$ cat src/rtl/float_argmax_seq.sv
// float_argmax_seq: streams N IEEE-754 scores and reports the index/value of the largest
// under sign-magnitude order (-0 < +0), earliest index winning ties.
module float_argmax_seq #(
    parameter int N     = 10,
    parameter int IDX_W = (N > 1) ? $clog2(N) : 1
) (
    input  logic             clk,
    input  logic             rst_n,
    input  logic             start,
    input  logic             in_valid,
    output logic             in_ready,
    input  logic [31:0]      in_data,
    output logic             out_valid,
    input  logic             out_ready,
    output logic [IDX_W-1:0] out_index,
    output logic [31:0]      out_value,
    output logic             busy
);
    typedef enum logic [1:0] {S_IDLE, S_ACCUM, S_DONE} state_t;
    state_t           r_state;
    logic [IDX_W-1:0] r_count;
    logic [IDX_W-1:0] r_best_idx;
    logic [31:0]      r_best_val;
    logic [31:0]      w_key_in;
    logic [31:0]      w_key_best;
    logic             w_gt;
    logic             w_last;
    // Monotonic key: negatives bit-inverted, positives get the top bit set, so -0 sorts below +0.
    assign w_key_in   = in_data[31]    ? ~in_data    : (in_data    | 32'h8000_0000);
    assign w_key_best = r_best_val[31] ? ~r_best_val : (r_best_val | 32'h8000_0000);
    assign w_gt       = (in_data != r_best_val) && (w_key_in >= w_key_best);
    assign w_last     = r_count == IDX_W'(N - 1);
    assign out_index  = r_best_idx;
    assign out_value  = r_best_val;
    always_ff @(posedge clk or negedge rst_n) begin
        if (!rst_n) begin
            r_state    <= S_IDLE;
            r_count    <= '0;
            r_best_val <= '0;
            r_best_idx <= '0;
            in_ready   <= 1'b0;
            out_valid  <= 1'b0;
            busy       <= 1'b0;
        end else begin
            case (r_state)
                S_IDLE: if (start) begin
                    r_state  <= S_ACCUM;
                    r_count  <= '0;
                    in_ready <= 1'b1;
                    busy     <= 1'b1;
                end
                S_ACCUM: if (in_valid) begin
                    if (r_count == '0 || w_gt) begin
                        r_best_val <= in_data;
                        r_best_idx <= r_count;
                    end
                    if (w_last) begin
                        r_state   <= S_DONE;
                        in_ready  <= 1'b0;
                        out_valid <= 1'b1;
                    end else begin
                        r_count <= r_count + 1'b1;
                    end
                end
                S_DONE: if (out_ready) begin
                    r_state   <= S_IDLE;
                    out_valid <= 1'b0;
                    busy      <= 1'b0;
                end
                default: r_state <= S_IDLE;
            endcase
        end
    end
endmodule

$ cat config.mk
export PLATFORM = sky130hd
export DESIGN_NAME = float_argmax_seq
export DESIGN_NICKNAME = d
export VERILOG_FILES = /design/src/rtl/float_argmax_seq.sv
export SDC_FILE = /design/constraint.sdc
export NUM_CORES = 1
export LEC_CHECK = 0
export ABC_AREA = 1
export CAP_MARGIN = 20
export CORE_ASPECT_RATIO = 1.1
export CORE_MARGIN = 8
export CORE_UTILIZATION = 30
export CTS_CLUSTER_DIAMETER = 80
export DETAILED_ROUTE_END_ITERATION = 8
export GPL_TIMING_DRIVEN = 0
export HOLD_SLACK_MARGIN = 0.15
export PLACE_DENSITY_LB_ADDON = 0.3
export SYNTH_ARGS = -nofsm -noshare
export SYNTH_HDL_FRONTEND = slang
export SYNTH_SLANG_ARGS = --single-unit
export TNS_END_PERCENT = 1
$ cat constraint.sdc
create_clock -name clk -period 2.2 [get_ports clk]
set_input_delay 0.33 -clock clk [delete_from_list [all_inputs] [get_ports clk]]
set_output_delay 0.33 -clock clk [all_outputs]
set_load 0.02 [all_outputs]
==> results.cfg, run 1 <==
[clocking]
path_clk_slew_ns = 0.07
root_buffer = clkbuf_16
cts.path.max_buffers = 2
clk_latency_ns = 0.29
cts_sinks = 45
cts_inserted_buffers = 5
cts_tree = done
cts.htree.levels = 2

[cells_and_area]
area_growth_pct = 37.4
final_area_um2 = 5210
instances_no_fill = 752
utilization_pct = 41.7
antenna_cells = 0
final_layout_size_suffix_gt1_share_pct = 12.6
nNetsFinal = 666
final_common_cell = nand2_1
layout_common_cells = nand2_1, clkdlybuf4s50_1, inv_1

[critical_path]
worstSetupPathType = reg -> reg
cp.arrival_ns = 2.69
startpoint_type = flip-flop
slowest_stage = dfrtp_2
cp_slowest_stage_delay_ns = 0.42
crit_family = simple AND/OR/NAND/NOR gates
crit_top_cell = nand2_1
worstPathCellList = buf_8, buf_12, xnor2_2, ha_1, nand2_1, inv_2, nand2_2, nor2_1, nor2_1, nand2_1, nand2_1, nand2_1, nand2_1, nand2_1, nand2_2, nand2_8, nand2_8, clkbuf_16, nand2_1, nand2_1
cp_max_fo = 8
cp.buffers_inverters = 4
endpoint_kind = flip-flop
cp.required_ns = 2.38

[sta]
rsz0062_at_grt = true
setup_slack_ns = -0.312
hold_viol = 0
tns_ns = -10.25
worst_pin_slew_ns = 0.527
max_freq_mhz = 398
maxSlewHeadroom_pct = 64.8
period_share_pct = 114
maxSlewViolCount = 0
fin_skew_ns = 0.0106
setup_viol = 36
fin_crit_ns = 2.51
hold_slack_ns = 0.484

[synthesis]
synth_fa_ha_area_share_pct = 11.6
ys_seq_elements = 45
synth_xor_area_share_pct = 15.9
synth_mux_area_share_pct = 0
synthTopCellsByArea = dfrtp_1, nand2_1, ha_1
synth_top_area_share_pct = 29.7
synthesis.nets = 572
synthFlopType = dfrtp_1
synthCells = 500
yosys_warnings = 0
synthArstFlopShare_pct = 100
synth_top_cell_by_area = dfrtp_1
synth_simple_gate_area_share_pct = 29.4
synth.distinct_cells = 28
yosysSeqAreaShare_pct = 29.7
synth.cell_area_um2 = 3790
synth_top_family_by_area = simple AND/OR/NAND/NOR gates
syn_avg_cell_area_um2 = 7.58
synth_compound_area_share_pct = 5.18
synth_edf_count = 0

[power_and_ir_drop]
ir_worst_vdd_uv = 792
power_density_nw_per_um2 = 1530
leakage_nw = 2.48
p_total_mw = 7.96

[global_routing]
use_met3_pct = 3.32
grt_overflow = 0
grt_pass1_wl_um = 18400
met2_usage_pct = 24.0
grt_antenna_before_repair = 0
grt_max_degree = 29
globalRoute.busiestLayer = met2
grt_pass1_vias = 3620
use_met1_pct = 16.7
grt_usage_pct = 14.0

[outcome]
violations = negative setup slack
status = finished, violations left

[floorplan]
num_io_pins = 76
fp.coreArea_um2 = 12500
initial_core_util_pct = 30.4
die_w_um = 123
rows = 43
die_area_um2 = 16500
dieHeight_um = 134

[min_path]
hold_path_class = reg -> reg

[placement]
place_area_um2 = 4780
pre_cts_ws_ns = -0.505
dp.cells = 732
hpwl_um = 8800
globalplace.congestion = 0.827
port_buffers = 74

[drt]
drcViolationCount = 0
num_vias = 3528
ant_nets = 0
routed_wirelength_um = 11500
drt_first_pass_iters = 4
routedWlPerCell_um = 15.3
vias_per_cell = 4.69
drt_iter0_drc = 129

[flow_run]
drv_cap = 0
## path summary, 6_finish.rpt
path,from,end,slack [ns],depth (start not counted)
setup / recovery,out_value[31]$_DFFE_PN0P_,out_value[25]$_DFFE_PN0P_,-0.31,20
hold / removal,in_ready$_DFFE_PN0P_,in_ready$_DFFE_PN0P_,0.48,2
setup reg to reg,out_value[31]$_DFFE_PN0P_,out_value[25]$_DFFE_PN0P_,-0.31,20
hold reg to reg,in_ready$_DFFE_PN0P_,in_ready$_DFFE_PN0P_,0.48,2
max in group asynchronous,rst_n,busy$_DFFE_PN0P_,1.17,3
min in group asynchronous,rst_n,out_value[7]$_DFFE_PN0P_,0.50,2
## timing repair
action                                  CTS  global route
hold endpoints to repair                 17             0
cloned                                    0             4
pin swaps                                 4            10
resized for setup                         7            28
endpoints found under the setup margin   36            36
setup buffers                             4             3
hold buffers                              1             0
## cell usage after synthesis, types with 2 or more instances
master,count
buf_4,3
nand3_1,43
inv_1,50
dfrtp_1,45
o21ai_0,14
nor3_1,3
xnor2_1,35
or2_1,11
nand4_1,13
o21a_1,2
nor2_1,18
clkbuf_1,5
nand2_1,141
nand2_2,11
xor2_1,34
or2_0,3
a21oi_1,17
ha_1,35
buf_2,6
buf_6,3
## per-layer routing
layer | routed length [um] | vias to the layer above
met2 | 5620 | 86
met1 | 4920 | 1646
met5 | 0 | -
met3 | 718 | 17
li1 | - | 1779
met4 | 265 | 0
## report_power, final
part | switching, mW | leakage [nW] | internal [mW] | total (mW)
registers | 0.504 | 0.562 | 1.20 | 1.70
logic | 2.88 | 1.85 | 2.58 | 5.46
clock network | 0.366 | 0.0708 | 0.430 | 0.797
## registers in the layout, indices dropped and copies added, names as in the netlist
register	flops
in_ready	1
out_index	4
r_state	2
r_count	4
busy	1
out_valid	1
out_value	32
## cells by family (layout without fill, tap and decap cells)
family	Yosys count	after routing
AND/OR/NAND/NOR	247	247
XOR/XNOR	69	69
flip-flops	45	45
buffers and inverters	68	163
adder cells (fa/ha/maj)	35	35
AO/OA/AOI/OAI	36	36
## area by class of cell
class / instances / area [um2]
buffer: 18 / 195
clock buffer: 5 / 125
clock inverter: 3 / 25.0
fill: 1275 / 7270
inverter: 50 / 188
multi-input combinational: 387 / 2430
sequential: 45 / 1130
tap: 157 / 196
timing repair buffer: 87 / 922
## worst min-delay path, cell delays in order, from the launching register on
cell	delay (ns)
dfrtp_1	0.35
nand2_1	0.05
nand2_1	0.05
Note: power is estimated with default switching activity, not from simulation.
==> run 2, diff against run 1 <==
--- a/config.mk
+++ b/config.mk
@@ -15,6 +15,7 @@
 export GPL_TIMING_DRIVEN = 0
 export HOLD_SLACK_MARGIN = 0.15
 export PLACE_DENSITY_LB_ADDON = 0.3
+export SLEW_MARGIN = 25
 export SYNTH_ARGS = -nofsm -noshare
 export SYNTH_HDL_FRONTEND = slang
 export SYNTH_SLANG_ARGS = --single-unit
==> run 2 against run 1 <==
Against the previous run: the flow still finishes with violations (negative setup slack); register-to-register slack improved by 0.03 ns; final cell count is 0.53% lower; worst hold slack improved by 0.0016 ns; sequential cell count unchanged; largest power group unchanged; utilization decreased by 0.61 points; critical path depth unchanged; maximum frequency increased by 1.3%; clock power shrank 1%; global-route usage hardly changed.
==> results.cfg, run 2 (synthesized netlist as in run 1, its figures left out) <==
[drt]
routed_wirelength_um = 11400
num_vias = 3481
vias_per_cell = 4.65
ant_nets = 0
drt_first_pass_iters = 4
drcViolationCount = 0
routedWlPerCell_um = 15.2
drt_iter0_drc = 154

[clocking]
cts_sinks = 45
path_clk_slew_ns = 0.07
cts.path.max_buffers = 2
root_buffer = clkbuf_16
clk_latency_ns = 0.29
cts_tree = done
cts.htree.levels = 2
cts_inserted_buffers = 5

[critical_path]
cp.buffers_inverters = 4
cp_slowest_stage_delay_ns = 0.42
startpoint_type = flip-flop
crit_cells = 20
crit_start = out_value[31]$_DFFE_PN0P_
endpoint_kind = flip-flop
crit_family = simple AND/OR/NAND/NOR gates
r2r_start = out_value[31]$_DFFE_PN0P_
worstPathCellList = buf_8, buf_12, xnor2_1, ha_1, nand2_1, inv_1, nand2_2, nor2_2, nor2_1, nand2_1, nand2_1, nand2_1, nand2_1, nand2_1, nand2_2, nand2_8, nand2_8, clkbuf_16, nand2_1, nand2_1
crit_top_cell = nand2_1
rr_worst_depth = 20
cp.arrival_ns = 2.66
slowest_stage = dfrtp_2
cp_max_fo = 10
cp.required_ns = 2.38
worstSetupPathType = reg -> reg

[sta]
period_share_pct = 113
tns_ns = -9.18
fin_skew_ns = 0.00862
setup_slack_ns = -0.280
hold_viol = 0
max_freq_mhz = 403
rsz0062_at_grt = true
maxSlewViolCount = 0
fin_crit_ns = 2.48
maxSlewHeadroom_pct = 58.0
setup_viol = 36
worst_pin_slew_ns = 0.630
hold_slack_ns = 0.486

[floorplan]
rows = 43
initial_core_util_pct = 30.4
dieHeight_um = 134
num_io_pins = 76
fp.coreArea_um2 = 12500
die_w_um = 123
die_area_um2 = 16500

[cells_and_area]
final_layout_size_suffix_gt1_share_pct = 11.0
antenna_cells = 0
final_area_um2 = 5130
instances_no_fill = 748
layout_common_cells = nand2_1, clkdlybuf4s50_1, inv_1
nNetsFinal = 662
final_common_cell = nand2_1
largest_reg_flops = 32
area_growth_pct = 35.4

[global_routing]
grt_pass1_wl_um = 18300
grt_antenna_before_repair = 0
grt_overflow = 0
grt_usage_pct = 13.9
grt_max_degree = 46
grt_pass1_vias = 3567

[placement]
globalplace.congestion = 0.827
dp.cells = 731
port_buffers = 74
place_area_um2 = 4760
hpwl_um = 8650

[power_and_ir_drop]
p_total_mw = 7.80
switching_share_pct = 47.3
clockPowerShare_pct = 10.1
ir_worst_vdd_uv = 759
power_density_nw_per_um2 = 1520
seqPwrFrac_pct = 21.9
p_int_mw = 4.11
pwr-share-comb_pct = 68.1
p_sw_mw = 3.69
leakage_nw = 2.44

[outcome]
violations = negative setup slack
status = finished, violations left

[min_path]
hold_path_class = reg -> reg
hold_depth = 2
min-delay-start = in_ready$_DFFE_PN0P_

[flow_run]
drv_cap = 0
run 2: worst paths after layout:
| kind | to | slack, ns |
|---|---|---|
| max in group asynchronous | out_value[31]$_DFFE_PN0P_ | 1.14 |
| max | out_value[17]$_DFFE_PN0P_ | -0.28 |
| min reg2reg | in_ready$_DFFE_PN0P_ | 0.49 |
| min in group asynchronous | out_value[7]$_DFFE_PN0P_ | 0.61 |
| min | in_ready$_DFFE_PN0P_ | 0.49 |
| max reg2reg | out_value[17]$_DFFE_PN0P_ | -0.28 |
run 2: power groups by stage:
stage,Sequential [mW],Clock [mW],Combinational [mW]
global placement,1.69,0,4.75
floorplan,1.99,0,2.93
finish,1.71,0.787,5.31
global route,1.77,0.849,5.90
CTS,1.69,0.813,5.11
detailed placement,1.70,0,4.87
run 2: layer usage:
metal | vias up | wire [um] | global-route usage, %
met5 | - | 0 | 0
met4 | 0 | 214 | 3.82
met3 | 13 | 610 | 3.03
met2 | 79 | 5550 | 23.6
met1 | 1615 | 4990 | 17.2
li1 | 1774 | - | -
run 2: worst register-to-register path, stage by stage, from the launching register on:
cell	delay (ns)
dfrtp_2	0.42
buf_8	0.14
buf_12	0.15
xnor2_1	0.14
ha_1	0.27
nand2_1	0.04
inv_1	0.08
nand2_2	0.07
nor2_2	0.09
nor2_1	0.04
nand2_1	0.07
nand2_1	0.05
nand2_1	0.08
nand2_1	0.05
nand2_1	0.06
nand2_2	0.10
nand2_8	0.13
nand2_8	0.10
clkbuf_16	0.18
nand2_1	0.05
nand2_1	0.05
run 2: what timing repair did:
item / CTS / global route
pin swaps: 4 / 8
gates resized for setup: 7 / 22
hold buffers: 1 / 0
setup endpoints to repair: 36 / 36
hold endpoints to repair: 45 / 0
setup buffers: 4 / 2
gates cloned: 0 / 2
run 2: final cells by class:
| type | count | area [um2] |
|---|---|---|
| Sequential cell | 45 | 1130 |
| Fill cell | 1295 | 7350 |
| Timing Repair Buffer | 83 | 843 |
| Buffer | 18 | 193 |
| Tap cell | 157 | 196 |
| Clock buffer | 5 | 125 |
| Clock inverter | 3 | 25.0 |
| Multi-Input combinational cell | 387 | 2430 |
| Inverter | 50 | 188 |
run 2: stage by stage:
step                worst slack, ns  utilization, %
floorplan                   -0.0853               -
global placement             -0.875            38.2
detailed placement           -0.519            38.2
CTS                          -0.261            40.0
global route                 -0.451            41.1
finish                       -0.280            41.1
==> run 3, diff against run 2 <==
--- a/config.mk
+++ b/config.mk
@@ -9,7 +9,7 @@
 export CAP_MARGIN = 20
 export CORE_ASPECT_RATIO = 1.1
 export CORE_MARGIN = 8
-export CORE_UTILIZATION = 30
+export CORE_UTILIZATION = 45
 export CTS_CLUSTER_DIAMETER = 80
 export DETAILED_ROUTE_END_ITERATION = 8
 export GPL_TIMING_DRIVEN = 0
==> run 3 against run 2 <==
Against the previous run: wire length decreased by 9.7%; the flow still finishes with violations (negative setup slack); sequential power decreased by 2%; clock power fell by 28%; sequential share of layout area is 1.0 points higher; total power down 6.2%; combinational power shrank 4.1%; critical path type unchanged; setup slack better by 0.057 ns; utilization is 18 points higher; clock-buffer cell count is the same; die area fell by 30%; sequential cell count unchanged; worst hold slack better by 0.0066 ns.
==> results.cfg, run 3 (synthesized netlist as in run 1, its figures left out) <==
[outcome]
status = finished, violations left
violations = negative setup slack

[drt]
routed_wirelength_um = 10300
ant_nets = 0
drt_first_pass_iters = 4
routedWlPerCell_um = 14.7
drcViolationCount = 0
num_vias = 3518
vias_per_cell = 5.05
drt_iter0_drc = 146

[global_routing]
grt_overflow = 0
grt_antenna_before_repair = 0
grt_usage_pct = 17.6
grt_max_degree = 46
grt_pass1_vias = 3593
grt_pass1_wl_um = 17100

[cells_and_area]
instances_no_fill = 697
largest_reg_flops = 32
fillers = 736
antenna_cells = 0
final_common_cell = nand2_1
final_area_um2 = 4900
area_growth_pct = 29.3
nNetsFinal = 657
final_layout_size_suffix_gt1_share_pct = 7.85
layout_common_cells = nand2_1, clkdlybuf4s50_1, inv_1

[sta]
rsz0062_at_grt = true
period_share_pct = 110
max_freq_mhz = 413
hold_viol = 0
worst_pin_slew_ns = 0.623
fin_skew_ns = 0.0109
maxSlewViolCount = 0
maxSlewHeadroom_pct = 58.5
setup_slack_ns = -0.223
fin_crit_ns = 2.42
hold_slack_ns = 0.493
setup_viol = 36

[clocking]
cts.path.max_buffers = 2
cts_tree = done
cts.htree.levels = 2
path_clk_slew_ns = 0.10
cts_sinks = 45
clk_latency_ns = 0.31
root_buffer = clkbuf_8
cts_inserted_buffers = 5

[critical_path]
cp_slowest_stage_delay_ns = 0.44
slowest_stage = dfrtp_2
crit_top_cell = nand2_1
worstSetupPathType = reg -> reg
cp.arrival_ns = 2.68
cp.buffers_inverters = 3
endpoint_kind = flip-flop
crit_start = out_value[31]$_DFFE_PN0P_
cp.required_ns = 2.45
cp_max_fo = 10
worstPathCellList = buf_8, buf_8, xnor2_1, ha_1, nand2_1, nand2_1, nand2_1, nand2_1, nor2_1, nand2_1, nand2_1, nand2_1, nand2_1, nand2_2, nand2_4, nand2_8, nand2_8, buf_8, nand2_1, nand2_1
startpoint_type = flip-flop
r2r_start = out_value[31]$_DFFE_PN0P_
crit_family = simple AND/OR/NAND/NOR gates

[floorplan]
num_io_pins = 76
rows = 35
die_w_um = 104
die_area_um2 = 11600
initial_core_util_pct = 45.8
dieHeight_um = 112
fp.coreArea_um2 = 8280

[power_and_ir_drop]
power_density_nw_per_um2 = 1490
p_sw_mw = 3.54
clockPowerShare_pct = 7.7
switching_share_pct = 48.4
p_int_mw = 3.78
seqPwrFrac_pct = 22.8
pwr-share-comb_pct = 69.5
ir_worst_vdd_uv = 882
leakage_nw = 2.37

[placement]
dp.cells = 685
hpwl_um = 7810
port_buffers = 74
place_area_um2 = 4710
globalplace.congestion = 0.851

[min_path]
min-delay-start = in_ready$_DFFE_PN0P_
hold_path_class = reg -> reg

[flow_run]
drv_cap = 0
==> run 3: cell types whose count changed in the layout (fill, tap and decap cells not counted), moves of 2 or more <==
| cell | previous run | this run |
|---|---|---|
| nand2_2 | 23 | 12 |
| nand2_1 | 129 | 139 |
| buf_6 | 3 | 5 |
| clkbuf_16 | 7 | 0 |
| nor2_2 | 2 | 0 |
| buf_4 | 12 | 6 |
| nor2_1 | 16 | 18 |
| clkbuf_8 | 0 | 5 |
==> run 3: power groups by stage <==
stage	Combinational (mW)	Clock (mW)	Sequential [mW]
6_report	5.09	0.563	1.67
3_5_place_dp	4.80	0	1.68
4_1_cts	5.05	0.575	1.66
2_1_floorplan	2.93	0	1.99
3_3_place_gp	4.70	0	1.67
5_1_grt	5.66	0.604	1.73
==> run 3: layer usage <==
| layer | global-route usage [%] | vias to the layer above | part of all wire, % |
|---|---|---|---|
| met5 | 0 | - | 0 |
| met4 | 5.39 | 0 | 1.8 |
| met3 | 4.36 | 14 | 7.1 |
| met2 | 31.3 | 106 | 50 |
| met1 | 20.3 | 1645 | 41 |
| li1 | - | 1753 | - |
==> run 3: what timing repair did <==
item | 4_1_cts | 5_1_grt
cloned | 0 | 0
hold buffers | 1 | 0
buffers inserted | 3 | 0
endpoints found under the setup margin | 36 | 36
endpoints found under the hold margin | 45 | 0
gates resized for setup | 8 | 8
pin swaps | 4 | 7
==> run 3: worst paths after layout <==
kind | to | slack (ns) | depth (start not counted)
setup reg to reg | out_value[23]$_DFFE_PN0P_ | -0.22 | 20
setup / recovery | out_value[23]$_DFFE_PN0P_ | -0.22 | 20
hold reg to reg | in_ready$_DFFE_PN0P_ | 0.49 | 2
min in group asynchronous | out_value[23]$_DFFE_PN0P_ | 0.56 | 2
hold / removal | in_ready$_DFFE_PN0P_ | 0.49 | 2
max in group asynchronous | out_value[31]$_DFFE_PN0P_ | 1.16 | 2
==> run 3: tightest hold or removal path, delay by kind of cell, from the launching register on <==
family / cells / cell delay, ns
and+or+nand+nor: 2 / 0.10
DFF: 1 / 0.36
==> run 3: cell type report <==
type / instances / area (um2) / share of cell area [%]
Clock inverter: 3 / 25.0 / 0.510
Sequential cell: 45 / 1130 / 23.0
Clock buffer: 5 / 68.8 / 1.40
Tap cell: 111 / 139 / 2.83
Multi-Input combinational cell: 387 / 2380 / 48.5
Inverter: 50 / 188 / 3.83
Buffer: 18 / 194 / 3.96
Timing Repair Buffer: 78 / 783 / 16.0
==> run 3: metrics by stage <==
step                power, mW  worst slack (ns)  setup TNS [ns]  util [%]
floorplan                4.92           -0.0853           -2.44         -
global placement         6.37            -0.694          -38.00      56.9
detailed placement       6.49            -0.474          -15.54      56.9
CTS                      7.29            -0.228           -7.73      59.0
global route             8.00            -0.426          -14.01      59.2
finish                   7.32            -0.223           -7.49      59.2
